File: config.mk
export PLATFORM = sky130hd
export DESIGN_NAME = memory_access_controller_flat
export DESIGN_NICKNAME = d
export VERILOG_FILES = /design/src/rtl/memory_access_controller_if.sv /design/src/rtl/memory_access_controller.sv /design/src/flat_wrapper.sv
export SDC_FILE = /design/constraint.sdc
export NUM_CORES = 1
export LEC_CHECK = 0
export ABC_AREA = 1
export BUFFER_PORTS_ARGS = -buffer_cell sky130_fd_sc_hd__buf_2
export CORE_ASPECT_RATIO = 1.4
export CORE_MARGIN = 2
export CORE_UTILIZATION = 50
export CTS_CLUSTER_DIAMETER = 60
export DETAILED_ROUTE_END_ITERATION = 10
export PLACE_DENSITY = 0.86
export SLEW_MARGIN = 20
export SYNTH_ARGS = -nofsm -noshare
export SYNTH_HDL_FRONTEND = slang
export SYNTH_SLANG_ARGS = --single-unit
export TNS_END_PERCENT = 20
File: constraint.sdc
create_clock -name clock -period 3.7 [get_ports clock]
set_clock_uncertainty 0.15 [all_clocks]
set_input_delay 0.555 -clock clock [delete_from_list [all_inputs] [get_ports clock]]
set_output_delay 0.555 -clock clock [all_outputs]
set_load 0.02 [all_outputs]
File: src/rtl/memory_access_controller_if.sv
// Request/response bundle between the load/store datapath and the memory access controller.
// The master side is the datapath plus RAM wrapper; the slave side is the controller.
interface memory_access_controller_if;
  logic        start;
  logic        isStore;
  logic [2:0]  funct3In;
  logic [31:0] rs1;
  logic [31:0] immediate;
  logic [31:0] ramDataOut;
  logic [2:0]  funct3;
  logic [29:0] backendAddress;
  logic [1:0]  offset;
  logic        ramWriteEnable;
  logic [31:0] loadData;
  logic        busy;
  logic        done;
  logic        fault;
  logic [1:0]  faultCause;

  modport master (
    output start, isStore, funct3In, rs1, immediate, ramDataOut,
    input  funct3, backendAddress, offset, ramWriteEnable, loadData,
    input  busy, done, fault, faultCause
  );

  modport slave (
    input  start, isStore, funct3In, rs1, immediate, ramDataOut,
    output funct3, backendAddress, offset, ramWriteEnable, loadData,
    output busy, done, fault, faultCause
  );
endinterface

File: src/rtl/memory_access_controller.sv
// Sequences one RISC-V load/store against a word-addressed RAM wrapper, with
// fault screening (illegal funct3, misalignment, out-of-range) at acceptance.
//
// state    | meaning
// IDLE     | waiting for start; request fields sampled on acceptance
// PRELOAD  | sb/sh: read the target word so the wrapper can merge bytes
// WRITE    | ramWriteEnable asserted for this single cycle
// READ     | load address presented to the RAM
// CAPTURE  | ramDataOut latched into loadData on the exit edge
// COMPLETE | done for one cycle, with fault/faultCause if the request faulted
module memory_access_controller #(
  parameter int RAM_A_WIDTH = 12
) (
  input logic clock,
  input logic reset,
  memory_access_controller_if.slave bus
);

  typedef enum logic [2:0] {
    IDLE,
    PRELOAD,
    WRITE,
    READ,
    CAPTURE,
    COMPLETE
  } state_t;

  state_t state, state_nxt;

  logic [31:0] ea;
  logic        accept;
  logic        illegal;
  logic        misaligned;
  logic        out_of_range;
  logic [1:0]  cause_nxt;

  logic [29:0] addr_q;
  logic [1:0]  off_q;
  logic [2:0]  f3_q;
  logic        is_store_q;
  logic [1:0]  cause_q;
  logic [31:0] load_q;

  assign ea     = bus.rs1 + bus.immediate;
  assign accept = (state == IDLE) && bus.start;

  // Screening works on the live inputs so the fault path can jump straight to COMPLETE.
  always_comb begin
    illegal      = 1'b0;
    misaligned   = 1'b0;
    out_of_range = 1'b0;
    cause_nxt    = 2'b00;
    if (bus.isStore)
      illegal = !(bus.funct3In inside {3'b000, 3'b001, 3'b010});
    else
      illegal = !(bus.funct3In inside {3'b000, 3'b001, 3'b010, 3'b100, 3'b101});
    misaligned   = ((bus.funct3In[1:0] == 2'b01) && ea[0]) ||
                   ((bus.funct3In == 3'b010) && (ea[1:0] != 2'b00));
    out_of_range = (ea[31:2] >> RAM_A_WIDTH) != 30'd0;
    if (illegal)           cause_nxt = 2'b11;
    else if (misaligned)   cause_nxt = 2'b01;
    else if (out_of_range) cause_nxt = 2'b10;
  end

  always_ff @(posedge clock or posedge reset) begin
    if (reset) state <= IDLE;
    else       state <= state_nxt;
  end

  always_comb begin
    state_nxt          = state;
    bus.ramWriteEnable = 1'b0;
    bus.busy           = 1'b1;
    bus.done           = 1'b0;
    bus.fault          = 1'b0;
    bus.faultCause     = 2'b00;
    case (state)
      IDLE: begin
        bus.busy = 1'b0;
        if (bus.start) begin
          if (cause_nxt != 2'b00)         state_nxt = COMPLETE;
          else if (!bus.isStore)          state_nxt = READ;
          else if (bus.funct3In == 3'b010) state_nxt = WRITE;
          else                            state_nxt = PRELOAD;
        end
      end
      PRELOAD: state_nxt = WRITE;
      WRITE: begin
        bus.ramWriteEnable = 1'b1;
        state_nxt          = COMPLETE;
      end
      READ:    state_nxt = CAPTURE;
      CAPTURE: state_nxt = COMPLETE;
      COMPLETE: begin
        bus.done       = 1'b1;
        bus.fault      = (cause_q != 2'b00);
        bus.faultCause = cause_q;
        state_nxt      = IDLE;
      end
      default: state_nxt = IDLE;
    endcase
  end

  always_ff @(posedge clock or posedge reset) begin
    if (reset) begin
      addr_q     <= '0;
      off_q      <= '0;
      f3_q       <= '0;
      is_store_q <= 1'b0;
      cause_q    <= '0;
      load_q     <= '0;
    end else begin
      if (accept) begin
        addr_q     <= ea[31:2];
        off_q      <= ea[1:0];
        f3_q       <= bus.funct3In;
        is_store_q <= bus.isStore;
        cause_q    <= cause_nxt;
      end
      if ((state == CAPTURE) && !is_store_q)
        load_q <= bus.ramDataOut;
    end
  end

  assign bus.backendAddress = addr_q;
  assign bus.offset         = off_q;
  assign bus.funct3         = f3_q;
  assign bus.loadData       = load_q;

endmodule

File: src/flat_wrapper.sv
// flat-port wrapper written by rule: the top's interface ports become plain ports
module memory_access_controller_flat 
#(
  parameter int RAM_A_WIDTH = 12
)
  (clock, reset, bus_start, bus_isStore, bus_funct3In, bus_rs1, bus_immediate, bus_ramDataOut, bus_funct3, bus_backendAddress, bus_offset, bus_ramWriteEnable, bus_loadData, bus_busy, bus_done, bus_fault, bus_faultCause);
  memory_access_controller_if bus_i ();
  input logic clock;
  input logic reset;
  input wire logic [$bits(bus_i.start)-1:0] bus_start;
  input wire logic [$bits(bus_i.isStore)-1:0] bus_isStore;
  input wire logic [$bits(bus_i.funct3In)-1:0] bus_funct3In;
  input wire logic [$bits(bus_i.rs1)-1:0] bus_rs1;
  input wire logic [$bits(bus_i.immediate)-1:0] bus_immediate;
  input wire logic [$bits(bus_i.ramDataOut)-1:0] bus_ramDataOut;
  output wire logic [$bits(bus_i.funct3)-1:0] bus_funct3;
  output wire logic [$bits(bus_i.backendAddress)-1:0] bus_backendAddress;
  output wire logic [$bits(bus_i.offset)-1:0] bus_offset;
  output wire logic [$bits(bus_i.ramWriteEnable)-1:0] bus_ramWriteEnable;
  output wire logic [$bits(bus_i.loadData)-1:0] bus_loadData;
  output wire logic [$bits(bus_i.busy)-1:0] bus_busy;
  output wire logic [$bits(bus_i.done)-1:0] bus_done;
  output wire logic [$bits(bus_i.fault)-1:0] bus_fault;
  output wire logic [$bits(bus_i.faultCause)-1:0] bus_faultCause;
  assign bus_i.start = bus_start;
  assign bus_i.isStore = bus_isStore;
  assign bus_i.funct3In = bus_funct3In;
  assign bus_i.rs1 = bus_rs1;
  assign bus_i.immediate = bus_immediate;
  assign bus_i.ramDataOut = bus_ramDataOut;
  assign bus_funct3 = bus_i.funct3;
  assign bus_backendAddress = bus_i.backendAddress;
  assign bus_offset = bus_i.offset;
  assign bus_ramWriteEnable = bus_i.ramWriteEnable;
  assign bus_loadData = bus_i.loadData;
  assign bus_busy = bus_i.busy;
  assign bus_done = bus_i.done;
  assign bus_fault = bus_i.fault;
  assign bus_faultCause = bus_i.faultCause;
  memory_access_controller #(.RAM_A_WIDTH(RAM_A_WIDTH)) u_core (.clock(clock), .reset(reset), .bus(bus_i));
endmodule
Yosys cells after proc, flatten, opt, wreduce, memory -nomap -nowiden
Index checks and enable logic that the tools add are counted.
- register bits after elaboration: 73
- input port bits: 103
- output and inout bits: 73
- logic and storage cells: 50
- add/subtract/negate cells: 1
- eq/ne operators: 11
- multiplexer cells: 14
- reductions and logical operators: 17
- operators with widths (operator ; number):
    32-bit adder ; 1
    30-bit nonzero test ; 1
    3-bit equality test, second input constant ; 4
    3-bit case mux with 4 select lines ; 1
    2-bit two-way mux ; 5
    3-bit by 2-bit equality test with 1-bit output, second input constant ; 3
    3-bit two-way mux ; 3
    3-bit by 1-bit equality test with 1-bit output, second input constant ; 2
    3-bit zero test ; 2
    2-bit nonzero test ; 3
    1-bit two-way mux ; 5
    5-bit nonzero test ; 1
    1-bit logical AND ; 4
    1-bit zero test ; 3
    3-bit nonzero test ; 1
    2-bit by 1-bit equality test with 1-bit output, second input constant ; 1
    2-bit != test, second input constant ; 1
    2-bit OR reduction ; 1
    1-bit logical OR ; 1

Logic depth before layout (Yosys ltp)
Gate-level depths: netlist of run 1.
- depth after elaboration: 10
- gate-level depth with buffers: 18
- mapped depth without buffers: 18

Least setup slack after synthesis of run 1
Ideal clock, no wire load.
- kind: input -> register
- start point: input port bus_immediate[0]
- end point: register u_core.cause_q[1]
- setup time: 120 ps
- arrival: 2327 ps
- data required time: 3430 ps
- setup slack: 1102 ps
- stages: 17
- path buffers: 0
- cells stage by stage: ha_1 -> inv_1 -> fa_1 -> inv_1 -> nand3_1 -> nand3_1 -> nand3_1 -> nand3_1 -> nand2_1 -> nand3_1 -> nand2_1 -> nor2_1 -> nand3_1 -> nor2_4 -> a21oi_1 -> o21ai_1 -> nand2_1
- longest elaborated chain between the ends: 6
- elaborated cells on any way between the ends: 9
- classes of those cells: add/sub: 1; mux: 3; reduce/logical: 5
- ends and longest elaborated chain (item ; RTL line ; RTL):
    start, declared ; flat_wrapper.sv:14 ; input wire logic [$bits(bus_i.immediate)-1:0] bus_immediate;
    32-bit adder (*) ; memory_access_controller.sv:44 ; assign ea = bus.rs1 + bus.immediate;
    branches (longest 3 deep; another with 30-bit nonzero test) ; - ;
    2-bit two-way mux (*) ; memory_access_controller.sv:61 ; else if (misaligned) cause_nxt = 2'b01;
    2-bit two-way mux (*) ; memory_access_controller.sv:60 ; if (illegal) cause_nxt = 2'b11;
    end signal, assigned ; memory_access_controller.sv:118 ; cause_q <= cause_nxt;
    end, declared ; memory_access_controller.sv:41 ; logic [1:0] cause_q;
Mark *: on every way between the ends.
A chain may end at the register's enable or synchronous reset.

Final worst setup path of run 1
Ends and elaborated chain as after synthesis.

==> run_results.csv, run 1 <==
group,metric,value,unit
timing,report.final.slew_viol_count,0,
worst_setup_path,cp-start-kind,"primary input",
timing,tightest_slew,0.468,ns
layout,area_growth,23.9,%
die,dieArea,0.0116,mm2
placed_design,hpwl,11700,um
synthesis,synth_area_per_cell,6.97,um2
worst_setup_path,cp_slowest_stage_delay,0.42,ns
synthesis,syn_area,0.00537,mm2
worst_setup_path,cp-end-kind,"flop",
worst_setup_path,crit_required,3.76,ns
timing,max_freq,0.386,GHz
synthesis,synth_cells,771,
clock_tree,cts_hold_buf,0,
worst_setup_path,crit_slowest_cell,"fa_1",
pwr,ir_drop,0.283,mV
placed_design,io_buffers,175,
worst_setup_path,crit_chain,"buf_2, ha_1, inv_1, fa_1, inv_1, nand3_1, nand3_1, nand3_1, nand3_1, nand2_1, nand3_1, nand2_1, nor2_1, nand3_2, nor2_4, a21oi_1, o21ai_1, nand2_1",
timing,min_period,2.59,ns
global_route,grt_pass1_vias,5059,
timing,setup_viol,0,
worst_setup_path,critical-path-top-delay-family,"simple AND/OR/NAND/NOR gates",
synthesis,yosys.area.top_type,"dfrtp_1",
drt,drc,0,
synthesis,synth_area_leaders,"dfrtp_1 34%, nand2_1 20%, inv_1 8.7%",
drt,via_count,5339,
run_status,status,"complete, no violations",
clock_tree,postCtsSetupRepairBufs,0,
global_route,grt_use_total,24.1,%
synthesis,ys_types,35,
global_route,antenna_found_initial,0,
drt,via_per_inst,4.89,
die,io-pin-count,176,
clock_tree,cts_buffers,9,
global_route,grt_pass1_wl,22500,um
timing,fin_crit_sh,70.0,%
synthesis,yosysSeqAreaShare,34.0,%
clock_tree,clkSlewWorstSetupHoldPaths,0.05,ns
worst_setup_path,crit_fanout,4,
layout,final_cell_mix,"285 x nand2_1, 175 x buf_2, 124 x inv_1",
min_path,hold_path.class,"primary input to asynchronous set/reset pin",
clock_tree,cts.repair.resized,0,
die,fp.dieW,91.6,um
clock_tree,clk_latency,0.32,ns
synthesis,synth_nets,906,
clock_tree,cts.htree.levels,3,
layout,mostFrequentLayoutCell,"nand2_1",
worst_setup_path,path_class,"primary input to flop",
die,die_h,127,um
die,num_rows,44,
timing,finalHoldViolCount,0,
pwr,cellPowerDensity,639,mW/mm2
timing,whs,0.0642,ns
die,core-area,0.0104,mm2
timing,timing.setup.tns,0,ns
drt,drtPass1Iterations,6,
clock_tree,clock_sinks,73,
drt,routed_wl,13700,um
synthesis,yosysWarnings,0,
worst_setup_path,cp_data_arrival_time,2.65,ns
drt,drt-initial-drc-count,281,
drt,detail-route-antenna-nets,0,
layout,drive_gt1_share,27.6,%
global_route,grt_overflow,0,
job,drv_cap,0,
clock_tree,root_buffer,"clkbuf_16",
pwr,power.leakage,3.87,nW
drt,routedWlPerCell,12.6,um
layout,nets,1086,
layout,n_antenna_cell,0,
die,start_util,51.6,%
synthesis,synth.top_cell.area_share,34.0,%
timing,rsz0062_at_grt,"no",
timing,maxSlewHeadroom,68.8,%
worst_setup_path,reg2reg_slack,1.62,ns
synthesis,ys_seq_elements,73,
clock_tree,clock_path_buffers,2,
global_route,grt_max_degree,48,
worst_setup_path,crit_buf_inv,3,
worst_setup_path,crit_top_cell,"nand3_1",
clock_tree,cts_tree,"done",
placed_design,place.gp.congestion,0.948,
[power breakdown]
group | total (W) | leakage (nW) | switching (W) | internal [W]
clock | 0.000716 | 0.120 | 0.000272 | 0.000444
combinational | 0.00215 | 2.86 | 0.00134 | 0.000808
sequential | 0.00139 | 0.885 | 0.000191 | 0.00120
total | 0.00426 | 3.87 | 0.00181 | 0.00245
[registers in the layout (all words and copies together) (netlist names)]
| signal | flops |
|---|---|
| u_core.bus.funct3 | 3 |
| u_core.bus.loadData | 32 |
| u_core.is_store_q | 1 |
| u_core.state | 3 |
| u_core.cause_q | 2 |
| u_core.bus.backendAddress | 30 |
| u_core.bus.offset | 2 |
[path summary, 6_finish.rpt]
check,start,end,cells after the start
max,bus_immediate[0],u_core.cause_q[1]$_DFFE_PP0P_,18
min,reset,u_core.bus.funct3[1]$_DFFE_PP0P_,2
max reg2reg,u_core.state[0]$_DFFE_PP0P_,u_core.bus.backendAddress[16]$_DFFE_PP0P_,7
min reg2reg,u_core.bus.backendAddress[19]$_DFFE_PP0P_,u_core.bus.backendAddress[19]$_DFFE_PP0P_,2
max in group asynchronous,reset,u_core.bus.loadData[23]$_DFFE_PP0P_,3
min in group clock,bus_ramDataOut[12],u_core.bus.loadData[12]$_DFFE_PP0P_,2
[worst register-to-register path, stage by stage (launching register included)]
cell,delay [ns]
dfrtp_1,0.40
nor2_1,0.19
nand2_1,0.17
inv_1,0.12
nand2_1,0.28
inv_1,0.48
nand2_1,0.15
nand2_1,0.09
[per-layer routing]
layer | global-route usage (%) | part of all wire [%]
met1 | 25.5 | 38
met4 | 11.6 | 3.8
met5 | 0 | 0
met2 | 46.2 | 53
met3 | 3.33 | 5.7
[Yosys cell counts (all sizes together)]
library cell / instances
xnor2: 12
clkbuf: 7
inv: 131
o21bai: 3
dfrtp: 73
nand4: 5
o21a: 1
nand3: 33
a31oi: 1
ha: 31
xor2: 1
nor2: 58
mux2: 32
o211ai: 1
a21o: 1
fa: 1
a21oi: 28
nand2: 300
o21ai: 25
nor3: 12
buf: 3
nand3b: 5
and2: 4
or2: 1
a21boi: 1
o22ai: 1
[area by class of cell]
class	instances	area [um2]
fill	972	3740
clock inverter	1	5.00
multi-input combinational	557	3020
inverter	131	492
timing repair buffer	179	906
clock buffer	13	240
tap	138	173
sequential	73	1830
[cell families (layout without fill, tap and decap cells)]
logic type                 Yosys count  after routing  share of synthesized area, %
and+or+nand+nor                    418            418                          33.6
buffers and inverters              141            324                          9.85
DFF                                 73             73                          34.0
AOI/OAI and AO/OA                   62             62                          6.15
adders and majority gates           32             32                          7.59
muxes                               32             32                          6.71
xor gates and xnor gates            13             13                          2.12
[stage by stage]
stage          area [um2]  util, %  worst slack [ns]  power [W]  cells
2_1_floorplan        5370        -              1.10    0.00285    771
3_3_place_gp         6410     61.7             0.826    0.00351   1078
3_5_place_dp         6410     61.7             0.796    0.00356   1078
4_1_cts              6660     64.0              1.14    0.00430   1092
5_1_grt              6660     64.0             0.904    0.00458   1092
6_report             6660     64.0              1.11    0.00426   1092
No activity file was read; power rests on OpenSTA's default activity.
==> run 2: changes to the inputs <==
Settings changed: CORE_UTILIZATION 50 to 47, PLACE_DENSITY 0.86 to 0.85.
Clock period 3.7 ns to 2.1 ns, I/O delays scaled along.
==> run 2 against run 1 <==
  * The flow now finishes with violations (setup timing)
  * Utilization is 7.1 points higher
  * Register-to-register slack lost 1.3 ns
  * Global-route usage increased by 1.6 points
  * Routed wire length up 20%
  * Total power increased by 96%
  * First-iteration DRC count rose by 8.5%
  * Die area is 6.1% higher
  * Worst hold slack better by 0.0097 ns
  * Critical path depth is the same
  * Combinational power grew 100%
  * Clock power is 120% higher
  * Largest cell class unchanged
==> run_results.csv, run 2 (synthesis gave the netlist of run 1 again) <==
group,metric,value,unit
worst_setup_path,r2r_cells,7,
min_path,hold_end,"u_core.bus.loadData[18]$_DFFE_PP0P_",
clock_tree,clk_latency,0.32,ns
global_route,grt_use_total,25.8,%
timing,fin_ws,-0.140,ns
timing,finalHoldViolCount,0,
layout,nets,1173,
timing,rsz0062_at_grt,"yes",
worst_setup_path,reg2reg_slack,0.36,ns
timing,setup_viol,4,
clock_tree,clock_sinks,73,
drt,drc,0,
worst_setup_path,cp_slowest_stage_delay,0.44,ns
layout,final_cell_mix,"261 x nand2_1, 173 x buf_2, 122 x inv_1",
worst_setup_path,timing.rr.start,"u_core.state[1]$_DFFE_PP0P_",
min_path,min-delay-start,"bus_ramDataOut[18]",
min_path,min_path_cells,2,
placed_design,dp_worst_setup_slack,-0.520,ns
placed_design,hpwl,12500,um
timing,report.final.slew_viol_count,0,
drt,routed_wl,16400,um
layout,largest_register_ffs,32,
worst_setup_path,crit_fanout,4,
die,die_h,131,um
timing,tightest_slew,0.501,ns
global_route,grt_pass1_wl,25100,um
worst_setup_path,crit_top_cell,"nand2_2",
layout,n_antenna_cell,0,
drt,drtPass1Iterations,7,
min_path,hold_path.class,"primary input to flop",
worst_setup_path,crit_chain,"buf_6, ha_4, inv_2, fa_2, nor2_4, o21ai_2, nand2_2, nand2_2, nand2_2, nand2_1, nand2_2, nand3_2, nor2_2, nand3_2, nor2_4, a21oi_2, o21ai_1, nand2_1",
die,dieArea,0.0123,mm2
placed_design,place.gp.congestion,0.942,
layout,postLayoutCellArea,0.00798,mm2
die,core-area,0.0112,mm2
drt,drt-initial-drc-count,305,
drt,routedWlPerCell,13.8,um
global_route,grt_max_degree,74,
drt,via_count,5929,
worst_setup_path,crit_buf_inv,2,
worst_setup_path,path_class,"primary input to flop",
drt,via_per_inst,5.00,
die,num_rows,46,
placed_design,io_buffers,175,
global_route,grt_overflow,0,
run_status,violations,"setup timing",
timing,fin_crit_sh,107,%
timing,whs,0.0739,ns
placed_design,place_area,0.00708,mm2
clock_tree,root_buffer,"clkbuf_16",
layout,area_growth,48.5,%
timing,maxSlewHeadroom,66.6,%
global_route,grt_pass1_vias,5746,
drt,detail-route-antenna-nets,0,
global_route,antenna_found_initial,0,
worst_setup_path,crit_required,2.16,ns
clock_tree,cts_tree,"done",
pwr,power.leakage,4.38,nW
layout,fillers,893,
worst_setup_path,setup.worst_path.start,"bus_rs1[0]",
clock_tree,cts.htree.levels,3,
die,start_util,47.9,%
run_status,status,"complete, but fails checks",
worst_setup_path,cp-end-kind,"flop",
die,fp.dieW,94.4,um
worst_setup_path,critical-path-top-delay-family,"simple AND/OR/NAND/NOR gates",
layout,drive_gt1_share,42.0,%
pwr,ir_drop,0.569,mV
worst_setup_path,cp_data_arrival_time,2.30,ns
worst_setup_path,crit_slowest_cell,"fa_2",
die,io-pin-count,176,
worst_setup_path,cp-start-kind,"primary input",
timing,max_freq,0.446,GHz
clock_tree,clock_path_buffers,2,
worst_setup_path,r2r-end,"u_core.bus.backendAddress[6]$_DFFE_PP0P_",
job,drv_cap,0,
clock_tree,cts_buffers,9,
pwr,cellPowerDensity,1040,mW/mm2
layout,mostFrequentLayoutCell,"nand2_1",
pwr,design_power_total,0.00833,W
clock_tree,clkSlewWorstSetupHoldPaths,0.05,ns
timing,min_period,2.24,ns
run 2: changes by cell type in the layout (fill, tap and decap cells not counted), moves of 10 or more:
cell	before	now
ha_4	0	26
ha_1	31	5
nand3_1	30	19
nand3_2	3	13
nand2_2	15	37
nand2_1	285	261
buf_4	4	89
run 2: worst max path at each step:
stage,end,slack (ns),depth (start not counted)
2_1_floorplan,u_core.cause_q[1]$_DFFE_PP0P_,-0.12,17
3_3_place_gp,u_core.cause_q[1]$_DFFE_PP0P_,-0.48,17
3_5_place_dp,u_core.cause_q[1]$_DFFE_PP0P_,-0.52,17
4_1_cts,u_core.cause_q[1]$_DFFE_PP0P_,-0.03,18
5_1_grt,u_core.state[0]$_DFFE_PP0P_,-0.25,18
6_report,u_core.cause_q[1]$_DFFE_PP0P_,-0.14,18
run 2: repair_timing:
action,in CTS,in global routing
hold endpoints to repair,73,0
gates resized for setup,39,49
hold buffers,1,0
setup endpoints to repair,6,4
pin swaps,7,22
setup buffers,1,4
run 2: worst register-to-register path, cell delays in order, from the launching register on:
cell and delay, ns:
dfrtp_1 0.42, nor2_1 0.18, nand2_1 0.14, inv_1 0.11, nand2_1 0.07, buf_4 0.29
nand2_1 0.14, o21ai_0 0.10
run 2: layer usage:
| metal | share of wire (%) | global-route usage [%] | vias up |
|---|---|---|---|
| li1 | - | - | 2923 |
| met1 | 37 | 25.6 | 2734 |
| met2 | 53 | 50.1 | 223 |
| met3 | 6.0 | 3.96 | 49 |
| met4 | 4.3 | 14.5 | 0 |
| met5 | 0 | 0 | - |
run 2: where the power goes:
group	total, W	switching, W	internal [W]
Combinational	0.00429	0.00254	0.00175
Clock	0.00158	0.000519	0.00106
Sequential	0.00246	0.000351	0.00211
run 2: area by class of cell:
type | count | area, um2 | area share [%]
repair buffers | 266 | 1590 | 19.9
multi-input cells | 557 | 3580 | 44.9
flip-flops and latches | 73 | 1830 | 22.9
clock inverters | 3 | 65.1 | 0.815
inverters | 131 | 495 | 6.21
clock buffers | 12 | 246 | 3.09
well taps | 144 | 180 | 2.26
run 2: per-stage QoR:
stage / TNS (ns) / instances / utilization (%)
4_1_cts: -0.0595 / 1182 / 69.1
2_1_floorplan: -0.362 / 771 / -
3_5_place_dp: -3.35 / 1165 / 63.1
6_report: -0.465 / 1186 / 71.1
5_1_grt: -0.973 / 1186 / 71.1
3_3_place_gp: -2.74 / 1165 / 63.1
==> run 3: changes to the inputs <==
Settings changed: ABC_AREA 1 to not set, CORE_UTILIZATION 47 to 46.
==> run 3 against run 2 <==
  * The flow still finishes with violations (setup timing)
  * Utilization is 4.3 points higher
  * Critical path depth is 6 lower
  * Maximum frequency is 29% lower
  * Worst setup slack worse by 0.93 ns
  * Register-to-register slack worse by 0.06 ns
==> run_results.csv, run 3 <==
group,metric,value,unit
min_path,min-delay-start,"bus_ramDataOut[20]",
timing,rsz0062_at_grt,"yes",
run_status,violations,"setup timing",
layout,utilization,75.4,%
timing,min_period,3.17,ns
worst_setup_path,crit_chain,"buf_2, ha_4, buf_4, nand4_1, a21oi_1, o21ai_4, a211o_1, o211ai_1, nand2_1, or4_1, or3_4, o311a_1",
timing,whs,0.0745,ns
synthesis,synthArstFlopShare,100,%
layout,area_growth,60.2,%
global_route,grt_overflow,0,
synthesis,yosysSeqAreaShare,37.5,%
placed_design,hpwl,12300,um
drt,drc,0,
min_path,hold_end,"u_core.bus.loadData[20]$_DFFE_PP0P_",
die,core-area,0.0103,mm2
pwr,ir_drop,0.481,mV
worst_setup_path,cp-end-kind,"flop",
worst_setup_path,timing.rr.start,"u_core.state[2]$_DFFE_PP0P_",
die,dieArea,0.0114,mm2
run_status,status,"complete, but fails checks",
clock_tree,clkSlewWorstSetupHoldPaths,0.06,ns
synthesis,synth_nets,672,
synthesis,synthTopCellsByCount,"73 x dfrtp_1, 72 x nand2_1, 46 x o21ai_0",
global_route,grt_pass1_wl,25400,um
layout,largest_register_ffs,32,
clock_tree,clock_path_buffers,2,
synthesis,ys.flop_type,"dfrtp_1",
global_route,antenna_found_initial,0,
pwr,design_power_total,0.00868,W
worst_setup_path,r2r_cells,4,
clock_tree,cts_buffers,9,
synthesis,synth_cells,537,
job,drv_cap,0,
worst_setup_path,crit_required,2.16,ns
synthesis,yosysWarnings,0,
layout,mostFrequentLayoutCell,"buf_2",
drt,via_count,5644,
synthesis,syn_area,0.00487,mm2
synthesis,ys_types,64,
worst_setup_path,cp_slowest_stage_delay,0.44,ns
drt,detail-route-antenna-nets,0,
min_path,min_path_cells,2,
placed_design,io_buffers,175,
timing,max_freq,0.316,GHz
worst_setup_path,crit_buf_inv,2,
layout,final_cell_mix,"166 x buf_2, 135 x buf_4, 71 x dfrtp_1",
timing,maxSlewHeadroom,64.1,%
worst_setup_path,path_class,"primary input to flop",
timing,fin_ws,-1.07,ns
timing,setup_viol,19,
placed_design,place_area,0.00690,mm2
pwr,power.leakage,3.74,nW
synthesis,synth_area_per_cell,9.08,um2
clock_tree,cts_tree,"done",
timing,report.final.slew_viol_count,0,
synthesis,synth_edf_count,0,
synthesis,synth_most_common_cell,"dfrtp_1",
synthesis,ys_seq_elements,73,
worst_setup_path,cp-start-kind,"primary input",
worst_setup_path,crit_slowest_cell,"a21oi_1",
min_path,hold_path.class,"primary input to flop",
timing,finalHoldViolCount,0,
worst_setup_path,r2r-end,"u_core.bus.backendAddress[26]$_DFFE_PP0P_",
synthesis,synth_area_leaders,"dfrtp_1 37%, mux2_2 9.2%, ha_1 8.0%",
clock_tree,clock_sinks,73,
synthesis,synth.top_cell.area_share,37.5,%
layout,drive_gt1_share,53.5,%
layout,nets,975,
clock_tree,root_buffer,"clkbuf_16",
layout,postLayoutCellArea,0.00780,mm2
worst_setup_path,cp_data_arrival_time,3.23,ns
drt,routed_wl,17300,um
timing,fin_crit_sh,151,%
worst_setup_path,critical-path-top-delay-family,"compound AO/OA/AOI/OAI gates",
timing,tightest_slew,0.538,ns
clock_tree,clk_latency,0.32,ns
clock_tree,cts.htree.levels,3,
placed_design,place.gp.congestion,0.910,
die,fp.dieW,91.0,um
drt,drtPass1Iterations,5,
die,start_util,47.1,%
global_route,grt_max_degree,59,
synthesis,yosys.area.top_type,"dfrtp_1",
worst_setup_path,reg2reg_slack,0.30,ns
layout,n_antenna_cell,0,
drt,drt-initial-drc-count,392,
worst_setup_path,crit_fanout,5,
die,die_h,126,um
global_route,grt_pass1_vias,5518,
die,io-pin-count,176,
global_route,grt_use_total,27.3,%
drt,routedWlPerCell,17.6,um
pwr,cellPowerDensity,1110,mW/mm2
die,num_rows,44,
drt,via_per_inst,5.74,
## run 3: cell types whose count changed in the layout (fill, tap and decap cells not counted), moves of 11 or more
cell,delta
nand2_1,-194
nand3_2,-11
inv_1,-110
o211ai_1,+11
buf_6,+11
buf_4,+46
nand2_2,-33
ha_4,-14
nand3_1,-11
ha_1,+14
## run 3: area by class of cell
| class | instances | area [um2] |
|---|---|---|
| timing repair buffer | 316 | 2020 |
| multi-input combinational | 427 | 3390 |
| clock buffer | 11 | 233 |
| clock inverter | 5 | 104 |
| fill | 713 | 2540 |
| sequential | 73 | 1830 |
| inverter | 13 | 52.6 |
| tap | 138 | 173 |
## run 3: metrics by stage
step	setup slack (ns)	cells	TNS (ns)
6_report	-1.07	983	-6.98
3_5_place_dp	-1.44	951	-14.71
2_1_floorplan	-1.11	537	-5.91
3_3_place_gp	-1.38	951	-13.16
5_1_grt	-1.18	983	-8.43
4_1_cts	-0.981	976	-5.19
## run 3: kinds of logic after synthesis
group	after synthesis	share of synthesized area [%]
AO/OA/AOI/OAI	156	20.2
XOR/XNOR	21	3.77
adder cells (fa/ha/maj)	32	8.37
buffers and inverters	37	3.11
flip-flops	73	37.5
multiplexers	42	9.65
AND/OR/NAND/NOR	176	17.4
## run 3: report_power, final
group,internal (W),total (W),leakage [nW],switching [W]
Sequential,0.00212,0.00256,0.882,0.000445
Combinational,0.00192,0.00440,2.69,0.00249
Clock,0.00116,0.00172,0.164,0.000555
Total,0.00519,0.00868,3.74,0.00349
## run 3: worst max-delay path by stage
stage	start	to	depth (start not counted)
2_1_floorplan	bus_rs1[10]	u_core.state[2]$_DFFE_PP0P_	11
3_3_place_gp	bus_immediate[0]	u_core.state[2]$_DFFE_PP0P_	13
5_1_grt	bus_rs1[11]	u_core.state[2]$_DFFE_PP0P_	12
6_report	bus_rs1[11]	u_core.state[2]$_DFFE_PP0P_	12
4_1_cts	bus_immediate[9]	u_core.state[2]$_DFFE_PP0P_	11
3_5_place_dp	bus_rs1[0]	u_core.state[2]$_DFFE_PP0P_	13
## run 3: routing by layer
metal / share of wire [%] / routed length (um) / global-route usage [%]
met1: 36 / 6300 / 28.8
met5: 0 / 0 / 0
met2: 53 / 9260 / 52.9
met4: 4.4 / 758 / 11.9
met3: 5.8 / 1010 / 4.07
## run 3: timing repair
item	CTS	global route
setup endpoints to repair	17	21
pin swaps	18	17
hold buffers	1	0
gates resized for setup	45	45
endpoints found under the hold margin	71	0
setup buffers	8	7
